<file path="src/rtl/mem_burst_responder.sv">
// Memory-side burst responder: streams one 4-word line per request, critical word
// first, between the cache burst port and a 1-cycle-latency word-wide RAM port.
module mem_burst_responder #(
    parameter int WAIT_CYCLES = 2
) (
    input  logic        clk,
    input  logic        rst,
    input  logic [31:0] mem_address,
    input  logic        mem_req,
    input  logic        mem_wren,
    input  logic [15:0] to_mem,
    output logic [15:0] from_mem,
    output logic [1:0]  mem_offset,
    output logic        mem_ready,
    output logic [31:0] ram_address,
    output logic        ram_ren,
    output logic        ram_wren,
    output logic [15:0] ram_wdata,
    input  logic [15:0] ram_rdata
);

    typedef enum logic [1:0] {
        S_IDLE,
        S_WAIT,
        S_PRIME,
        S_XFER
    } state_t;

    state_t      r_state;
    logic [31:0] r_base;
    logic        r_wren;
    logic [3:0]  r_cnt;
    logic [1:0]  r_k;
    logic [1:0]  r_offset;
    logic        r_ready;
    logic [31:0] r_ram_address;
    logic        r_ram_ren;
    logic        r_ram_wren;

    logic [1:0]  w_k_p1;
    logic [1:0]  w_k_p2;

    assign w_k_p1 = r_k + 2'd1;
    assign w_k_p2 = r_k + 2'd2;

    // All strobes are computed one cycle ahead so every output leaves a flop.
    always_ff @(posedge clk or posedge rst) begin
        if (rst) begin
            r_state       <= S_IDLE;
            r_base        <= 32'h0;
            r_wren        <= 1'b0;
            r_cnt         <= 4'd0;
            r_k           <= 2'd0;
            r_offset      <= 2'd0;
            r_ready       <= 1'b0;
            r_ram_address <= 32'h0;
            r_ram_ren     <= 1'b0;
            r_ram_wren    <= 1'b0;
        end else begin
            case (r_state)
                S_IDLE: begin
                    if (mem_req) begin
                        r_base <= mem_address;
                        r_wren <= mem_wren;
                        r_k    <= 2'd0;
                        if (WAIT_CYCLES == 0) begin
                            r_state       <= S_PRIME;
                            r_ram_ren     <= ~mem_wren;
                            r_ram_address <= mem_address;
                        end else begin
                            r_state <= S_WAIT;
                            r_cnt   <= WAIT_CYCLES[3:0];
                        end
                    end
                end
                S_WAIT: begin
                    r_cnt <= r_cnt - 4'd1;
                    if (r_cnt <= 4'd1) begin
                        r_state       <= S_PRIME;
                        r_ram_ren     <= ~r_wren;
                        r_ram_address <= r_base;
                    end
                end
                S_PRIME: begin
                    r_state <= S_XFER;
                    r_k     <= 2'd0;
                    r_ready <= 1'b1;
                    if (r_wren) begin
                        r_offset      <= 2'd1;
                        r_ram_ren     <= 1'b0;
                        r_ram_wren    <= 1'b1;
                        r_ram_address <= r_base;
                    end else begin
                        r_offset      <= 2'd0;
                        r_ram_ren     <= 1'b1;
                        r_ram_address <= {r_base[31:2], r_base[1:0] ^ 2'd1};
                    end
                end
                S_XFER: begin
                    if (r_k == 2'd3) begin
                        r_state    <= S_IDLE;
                        r_k        <= 2'd0;
                        r_offset   <= 2'd0;
                        r_ready    <= 1'b0;
                        r_ram_ren  <= 1'b0;
                        r_ram_wren <= 1'b0;
                    end else begin
                        r_k <= w_k_p1;
                        // Writes: offset runs one word ahead of the address being written.
                        if (r_wren) begin
                            r_offset      <= w_k_p2;
                            r_ram_wren    <= 1'b1;
                            r_ram_address <= {r_base[31:2], r_base[1:0] ^ w_k_p1};
                        end else begin
                            r_offset      <= w_k_p1;
                            r_ram_ren     <= (w_k_p1 != 2'd3);
                            r_ram_address <= {r_base[31:2], r_base[1:0] ^ w_k_p2};
                        end
                    end
                end
                default: r_state <= S_IDLE;
            endcase
        end
    end

    assign mem_offset  = r_offset;
    assign mem_ready   = r_ready;
    assign ram_address = r_ram_address;
    assign ram_ren     = r_ram_ren;
    assign ram_wren    = r_ram_wren;
    assign ram_wdata   = to_mem;
    assign from_mem    = r_ready ? ram_rdata : 16'h0000;

endmodule
</file>
<file path="config.mk">
export PLATFORM = sky130hd
export DESIGN_NAME = mem_burst_responder
export DESIGN_NICKNAME = d
export VERILOG_FILES = /design/src/rtl/mem_burst_responder.sv
export SDC_FILE = /design/constraint.sdc
export NUM_CORES = 1
export LEC_CHECK = 0
export BUFFER_PORTS_ARGS = -buffer_cell sky130_fd_sc_hd__buf_2
export CORE_MARGIN = 3
export CORE_UTILIZATION = 49
export DETAILED_ROUTE_END_ITERATION = 8
export MAX_ROUTING_LAYER = met4
export PLACE_DENSITY = 0.8
export SYNTH_ARGS = -nofsm -noshare
export SYNTH_HDL_FRONTEND = slang
export SYNTH_SLANG_ARGS = --single-unit
</file>
<file path="constraint.sdc">
create_clock -name clk -period 3 [get_ports clk]
set_input_delay 0.6 -clock clk [delete_from_list [all_inputs] [get_ports clk]]
set_output_delay 0.6 -clock clk [all_outputs]
set_load 0.05 [all_outputs]
</file>
==> flow_metrics.env, run 1 <==
export IMPL_status="finished, final reports clean"
export IMPL_synth_edff_count=0
export IMPL_worst_pin_slew_ps=700.3
export IMPL_grt_pass1_vias=2367
export IMPL_grt_max_degree=43
export IMPL_async_flop_share_pct=100.0
export IMPL_final_core_util_pct=60.73
export IMPL_syn_to_final_growth_pct=19.33
export IMPL_vdd_ir_drop_max_uv=633.1
export IMPL_met1_length_um=2859
export IMPL_leakagePower_nw=2.031
export IMPL_nNetsFinal=430
export IMPL_synth_area_mm2=0.003496
export IMPL_cts_hold_buf=0
export IMPL_clk_latency_ps=340
export IMPL_pin_count=137
export IMPL_wl_um=6693
export IMPL_ctsResizeCount=0
export IMPL_synth_ff_latch_count=78
export IMPL_wire_per_inst_um=14.77
export IMPL_cp_required_ps=3230
export IMPL_startpoint_type="flip-flop"
export IMPL_clk_pin_slew_worst_paths_ps=80
export IMPL_synth_cell_types=35
export IMPL_worstPathArrival_ps=2450
export IMPL_grt_usage_pct=17.56
export IMPL_num_antenna_cells=0
export IMPL_period_minus_slack_ps=2223
export IMPL_finalSetupViolCount=0
export IMPL_fp_dieW_um=90.47
export IMPL_stdcell_count=453
export IMPL_timing_hold_worst_class="input port to asynchronous set/reset pin"
export IMPL_whs_ps=338.5
export IMPL_place_area_mm2=0.003985
export IMPL_tritoncts="done"
export IMPL_grt_pass1_wl_um=11300
export IMPL_clock_sinks=78
export IMPL_ant_nets=0
export IMPL_clockBufferDepth=2
export IMPL_finalWeightedCongestion=0.7641
export IMPL_maxCapViolCount=0
export IMPL_vias=2257
export IMPL_fillers=557
export IMPL_cts_root_buf="clkbuf_8"
export IMPL_slew_violations=0
export IMPL_rsz0062_at_grt="false"
export IMPL_setup_slack_ps=777.0
export IMPL_crit_fanout=32
export IMPL_initial_core_util_pct=50.89
export IMPL_synth_avg_cell_area_um2=13.45
export IMPL_setup_tns_ps=0
export IMPL_overflow=0
export IMPL_route_met3_wl_um=400
export IMPL_finalPower_mw=5.476
export IMPL_hpwlAfterDp_um=4835
export IMPL_core_mm2=0.006869
export IMPL_drc=0
export IMPL_fp_row_count=30
export IMPL_finalClockSkew_ps=6.505
export IMPL_synth_fp_nets=337
export IMPL_cp_end_kind="flip-flop"
export IMPL_layout_drive_gt1_share_pct=52.94
export IMPL_final_hold_viol_count=0
export IMPL_finalCritPeriodShare_pct=74.10
export IMPL_ys_warn_count=0
export IMPL_final_area_mm2=0.004172
export IMPL_drt_iter0_drc=85
export IMPL_powerDensity_mw_per_mm2=1313
export IMPL_slew_headroom_pct=53.26
export IMPL_io_buffers=104
export IMPL_placedCellCount=438
export IMPL_timing_fmax_ghz=0.4498
export IMPL_cts_max_level=3
export IMPL_grt_antenna_before_repair=0
export IMPL_yosysSeqAreaShare_pct=55.83
export IMPL_cts_setup_buffers=0
export IMPL_cts_made_buffers=9
export IMPL_die_height_um=90.47
export IMPL_path_class="flip-flop to flip-flop"
export IMPL_synth_main_ff_cell="dfrtp_1"
export IMPL_drt_pass1_iterations=4
export IMPL_synthCells=260
export IMPL_top_layer_used="met4"
export IMPL_place_ws_ps=784.4
export IMPL_met2WireLength_um=3346
export IMPL_die_area_mm2=0.008184
export IMPL_vias_per_cell=4.982
==> cell families after synthesis <==
group / after synthesis / share of synthesized area [%]
flip-flops: 78 / 55.83
adder cells (fa/ha/maj): 9 / 3.221
AND/OR/NAND/NOR: 44 / 7.194
buffers and inverters: 35 / 6.192
multiplexers: 70 / 22.41
AO/OA/AOI/OAI: 24 / 5.154
==> routing by layer <==
metal / up-vias / GRT usage, %
li1: 1075 / -
met1: 1093 / 21.69
met2: 76 / 27.67
met3: 13 / 6.000
met4: 0 / 4.847
met5: - / -
==> cells in the final DEF, fill, tap and decap left out, types with 3 or more instances in the layout <==
cell,n
nand2_1,8
mux2_2,64
mux2i_1,4
ha_1,9
o21ai_0,5
clkbuf_8,9
dfrtp_1,78
nor2_1,4
inv_1,8
buf_2,104
buf_4,4
and2_1,16
a21oi_1,4
clkinv_2,4
nor2b_1,5
a22o_1,3
==> registers in the layout, indices dropped and copies added, names as in the netlist <==
signal and count:
r_base 32, ram_address 32, r_cnt 4, mem_offset 2
r_k 2, r_state 2, mem_ready 1, r_wren 1
ram_ren 1, ram_wren 1
==> cells in the mapped netlist (all sizes together) (3+ instances only) <==
cell type	number	area [um^2]
nor2b	5	31.28
a21oi	4	20.02
ha	9	112.6
mux2	66	743.2
nand2	8	30.03
nor2	4	15.01
o21ai	5	25.02
a22o	3	26.28
mux2i	4	40.04
buf	24	175.2
inv	9	33.78
and2	16	100.1
dfrtp	78	1952
==> worst max-delay path: stages, from the launching register on <==
cell and delay [ps]:
dfrtp_1 420, inv_1 90, ha_1 200, nor2_1 60, o31a_1 300, a211oi_4 220
buf_4 420, mux2_2 390
==> where the power goes <==
| group | switching [mW] | internal [mW] |
|---|---|---|
| Sequential | 0.305 | 1.59 |
| Combinational | 1.74 | 1.09 |
| Clock | 0.374 | 0.380 |
| Total | 2.42 | 3.05 |
==> worst paths after layout <==
check / startpoint / to / slack (ps) / cells after the start
worst max-delay path: r_cnt[0]$_DFFE_PP0P_ / ram_address[24]$_DFFE_PP0P_ / 780 / 7
worst min-delay path: rst / r_base[11]$_DFFE_PP0P_ / 340 / 2
worst max register to register: r_cnt[0]$_DFFE_PP0P_ / ram_address[24]$_DFFE_PP0P_ / 780 / 7
worst min register to register: ram_address[17]$_DFFE_PP0P_ / ram_address[17]$_DFFE_PP0P_ / 490 / 1
max in group asynchronous: rst / r_base[2]$_DFFE_PP0P_ / 1920 / 3
min in group clk: mem_address[19] / r_base[19]$_DFFE_PP0P_ / 480 / 2
==> cell type report <==
cell class | count | area, um^2 | area share (%)
Clock buffer | 9 | 123.9 | 2.969
Clock inverter | 6 | 62.56 | 1.500
Inverter | 9 | 35.03 | 0.8398
Multi-Input combinational cell | 147 | 1328 | 31.82
Sequential cell | 78 | 1952 | 46.79
Tap cell | 96 | 120.1 | 2.879
Timing Repair Buffer | 108 | 550.5 | 13.20
No activity file was read; power rests on OpenSTA's default activity.
==> run 2, diff against run 1 <==
- clock period: 3 -> 2.3 ns (I/O delays scaled with it)
==> run 2 against run 1 <==
Effect of this change:
- critical path depth is the same
- final area grew 0.84%
- fmax grew 4.0%
- sequential power grew 32%
- global-route usage grew 0.54 points
- critical endpoint is now ram_address[12]$_DFFE_PP0P_
- highest routed layer unchanged
==> flow_metrics.env, run 2 (synthesized netlist as in run 1, its figures left out) <==
export IMPL_status="finished, final reports clean"
export IMPL_cp_end_kind="flip-flop"
export IMPL_startpoint_type="flip-flop"
export IMPL_timing_hold_worst_class="input port to asynchronous set/reset pin"
export IMPL_hpwlAfterDp_um=4771
export IMPL_ctsResizeCount=0
export IMPL_fp_dieW_um=90.47
export IMPL_finalCritPeriodShare_pct=92.91
export IMPL_drc=0
export IMPL_wl_um=6691
export IMPL_finalClockSkew_ps=14.63
export IMPL_layout_drive_gt1_share_pct=53.33
export IMPL_core_mm2=0.006869
export IMPL_regArea_mm2=0.001952
export IMPL_tritoncts="done"
export IMPL_drt_iter0_drc=121
export IMPL_setup_slack_ps=163.0
export IMPL_fp_row_count=30
export IMPL_seqPwrFrac_pct=34.6
export IMPL_finalPower_mw=7.212
export IMPL_syn_to_final_growth_pct=20.33
export IMPL_cts_max_level=3
export IMPL_initial_core_util_pct=50.89
export IMPL_final_core_util_pct=61.24
export IMPL_ant_nets=0
export IMPL_finalSetupViolCount=0
export IMPL_setup_tns_ps=0
export IMPL_cts_made_buffers=9
export IMPL_layout_commonest_cell="buf_2"
export IMPL_worst_pin_slew_ps=452.2
export IMPL_timing_fmax_ghz=0.4679
export IMPL_worst_path_buf_inv=2
export IMPL_crit_fanout=14
export IMPL_cpLargestDelayFamily="compound AO/OA/AOI/OAI gates"
export IMPL_finalWeightedCongestion=0.7413
export IMPL_slew_violations=0
export IMPL_pin_count=137
export IMPL_worstPathArrival_ps=2370
export IMPL_vias_per_cell=5.068
export IMPL_powerDensity_mw_per_mm2=1715
export IMPL_intPower_mw=3.968
export IMPL_cts_setup_buffers=0
export IMPL_leakagePower_nw=2.040
export IMPL_drt_pass1_iterations=4
export IMPL_die_height_um=90.47
export IMPL_final_hold_viol_count=0
export IMPL_fillers=571
export IMPL_io_buffers=104
export IMPL_grt_antenna_before_repair=0
export IMPL_slew_headroom_pct=69.54
export IMPL_nNetsFinal=432
export IMPL_combPwrFrac_pct=52.3
export IMPL_die_area_mm2=0.008184
export IMPL_clockPowerShare_pct=13.1
export IMPL_slowest_delay_ps=420
export IMPL_cp_required_ps=2540
export IMPL_cts_root_buf="clkbuf_8"
export IMPL_cts_hold_buf=0
export IMPL_period_minus_slack_ps=2137
export IMPL_stdcell_count=456
export IMPL_placedCellCount=440
export IMPL_clockBufferDepth=2
export IMPL_grt_usage_pct=18.10
export IMPL_num_antenna_cells=0
export IMPL_grt_max_degree=79
export IMPL_clk_pin_slew_worst_paths_ps=90
export IMPL_grt_pass1_wl_um=11650
export IMPL_switching_power_mw=3.245
export IMPL_vdd_ir_drop_max_uv=981.3
export IMPL_clock_sinks=78
export IMPL_overflow=0
export IMPL_crit_slowest_cell="dfrtp_1"
export IMPL_path_cells="inv_1 -> ha_1 -> nor2_1 -> o31a_1 -> a211oi_4 -> buf_4 -> mux2_2"
export IMPL_grt_pass1_vias=2518
export IMPL_place_ws_ps=185.3
export IMPL_wire_per_inst_um=14.67
export IMPL_multi_input_area_mm2=0.001328
export IMPL_rsz0062_at_grt="false"
export IMPL_maxCapViolCount=0
export IMPL_final_cell_mix="buf_2, dfrtp_1, mux2_2"
export IMPL_path_class="flip-flop to flip-flop"
export IMPL_clk_latency_ps=350
export IMPL_sw_frac_of_total_pct=44.99
export IMPL_vias=2311
==> run 2: cell count changes in the layout (fill, tap and decap cells not counted) <==
cell / delta
buf_12: +2
bufinv_16: -1
clkinv_2: -2
clkinvlp_4: +2
inv_6: +1
inv_8: +1
==> run 2: path summary, 6_finish.rpt <==
kind | startpoint | endpoint | slack, ps | depth (start not counted)
min in group clk | mem_address[1] | r_base[1]$_DFFE_PP0P_ | 330 | 2
max in group asynchronous | rst | r_cnt[3]$_DFFE_PP0P_ | 1790 | 3
setup / recovery | r_cnt[0]$_DFFE_PP0P_ | ram_address[12]$_DFFE_PP0P_ | 160 | 7
hold / removal | rst | r_cnt[0]$_DFFE_PP0P_ | 210 | 3
hold reg to reg | ram_address[18]$_DFFE_PP0P_ | ram_address[18]$_DFFE_PP0P_ | 490 | 1
setup reg to reg | r_cnt[0]$_DFFE_PP0P_ | ram_address[12]$_DFFE_PP0P_ | 160 | 7
==> run 2: worst register-to-register path: stages (launching register included) <==
cell	delay, ps
dfrtp_1	420
inv_1	90
ha_1	200
nor2_1	60
o31a_1	300
a211oi_4	300
buf_4	280
mux2_2	370
==> run 2: cell type report <==
type	count	share of cell area, %
Sequential cell	78	46.40
Multi-Input combinational cell	147	31.56
Tap cell	96	2.855
Clock buffer	9	2.945
Inverter	9	0.8923
Clock inverter	7	1.309
Timing Repair Buffer	110	14.04
==> run 2: through the flow <==
stage / cell area (um^2) / hold slack (ps)
global placement: 4028 / 464.6
finish: 4207 / 209.1
floorplan: 3500 / 458.5
detailed placement: 4028 / 482.8
global route: 4207 / 246.8
CTS: 4207 / 213.3
==> run 2: metal layers <==
layer  share of wire (%)  GRT usage [%]
met5                   0              -
met4                 2.3          8.673
met3                 6.8          4.500
met2                  48          28.17
met1                  43          22.21
==> run 2: power by group through the flow <==
stage / sequential (mW) / combinational, mW / clock [mW]
after detailed placement: 2.51 / 3.81 / 0
after global routing: 2.59 / 4.06 / 1.02
after global placement: 2.47 / 3.69 / 0
final: 2.49 / 3.77 / 0.947
after floorplan: 3.50 / 2.03 / 0
after CTS: 2.50 / 3.81 / 0.968
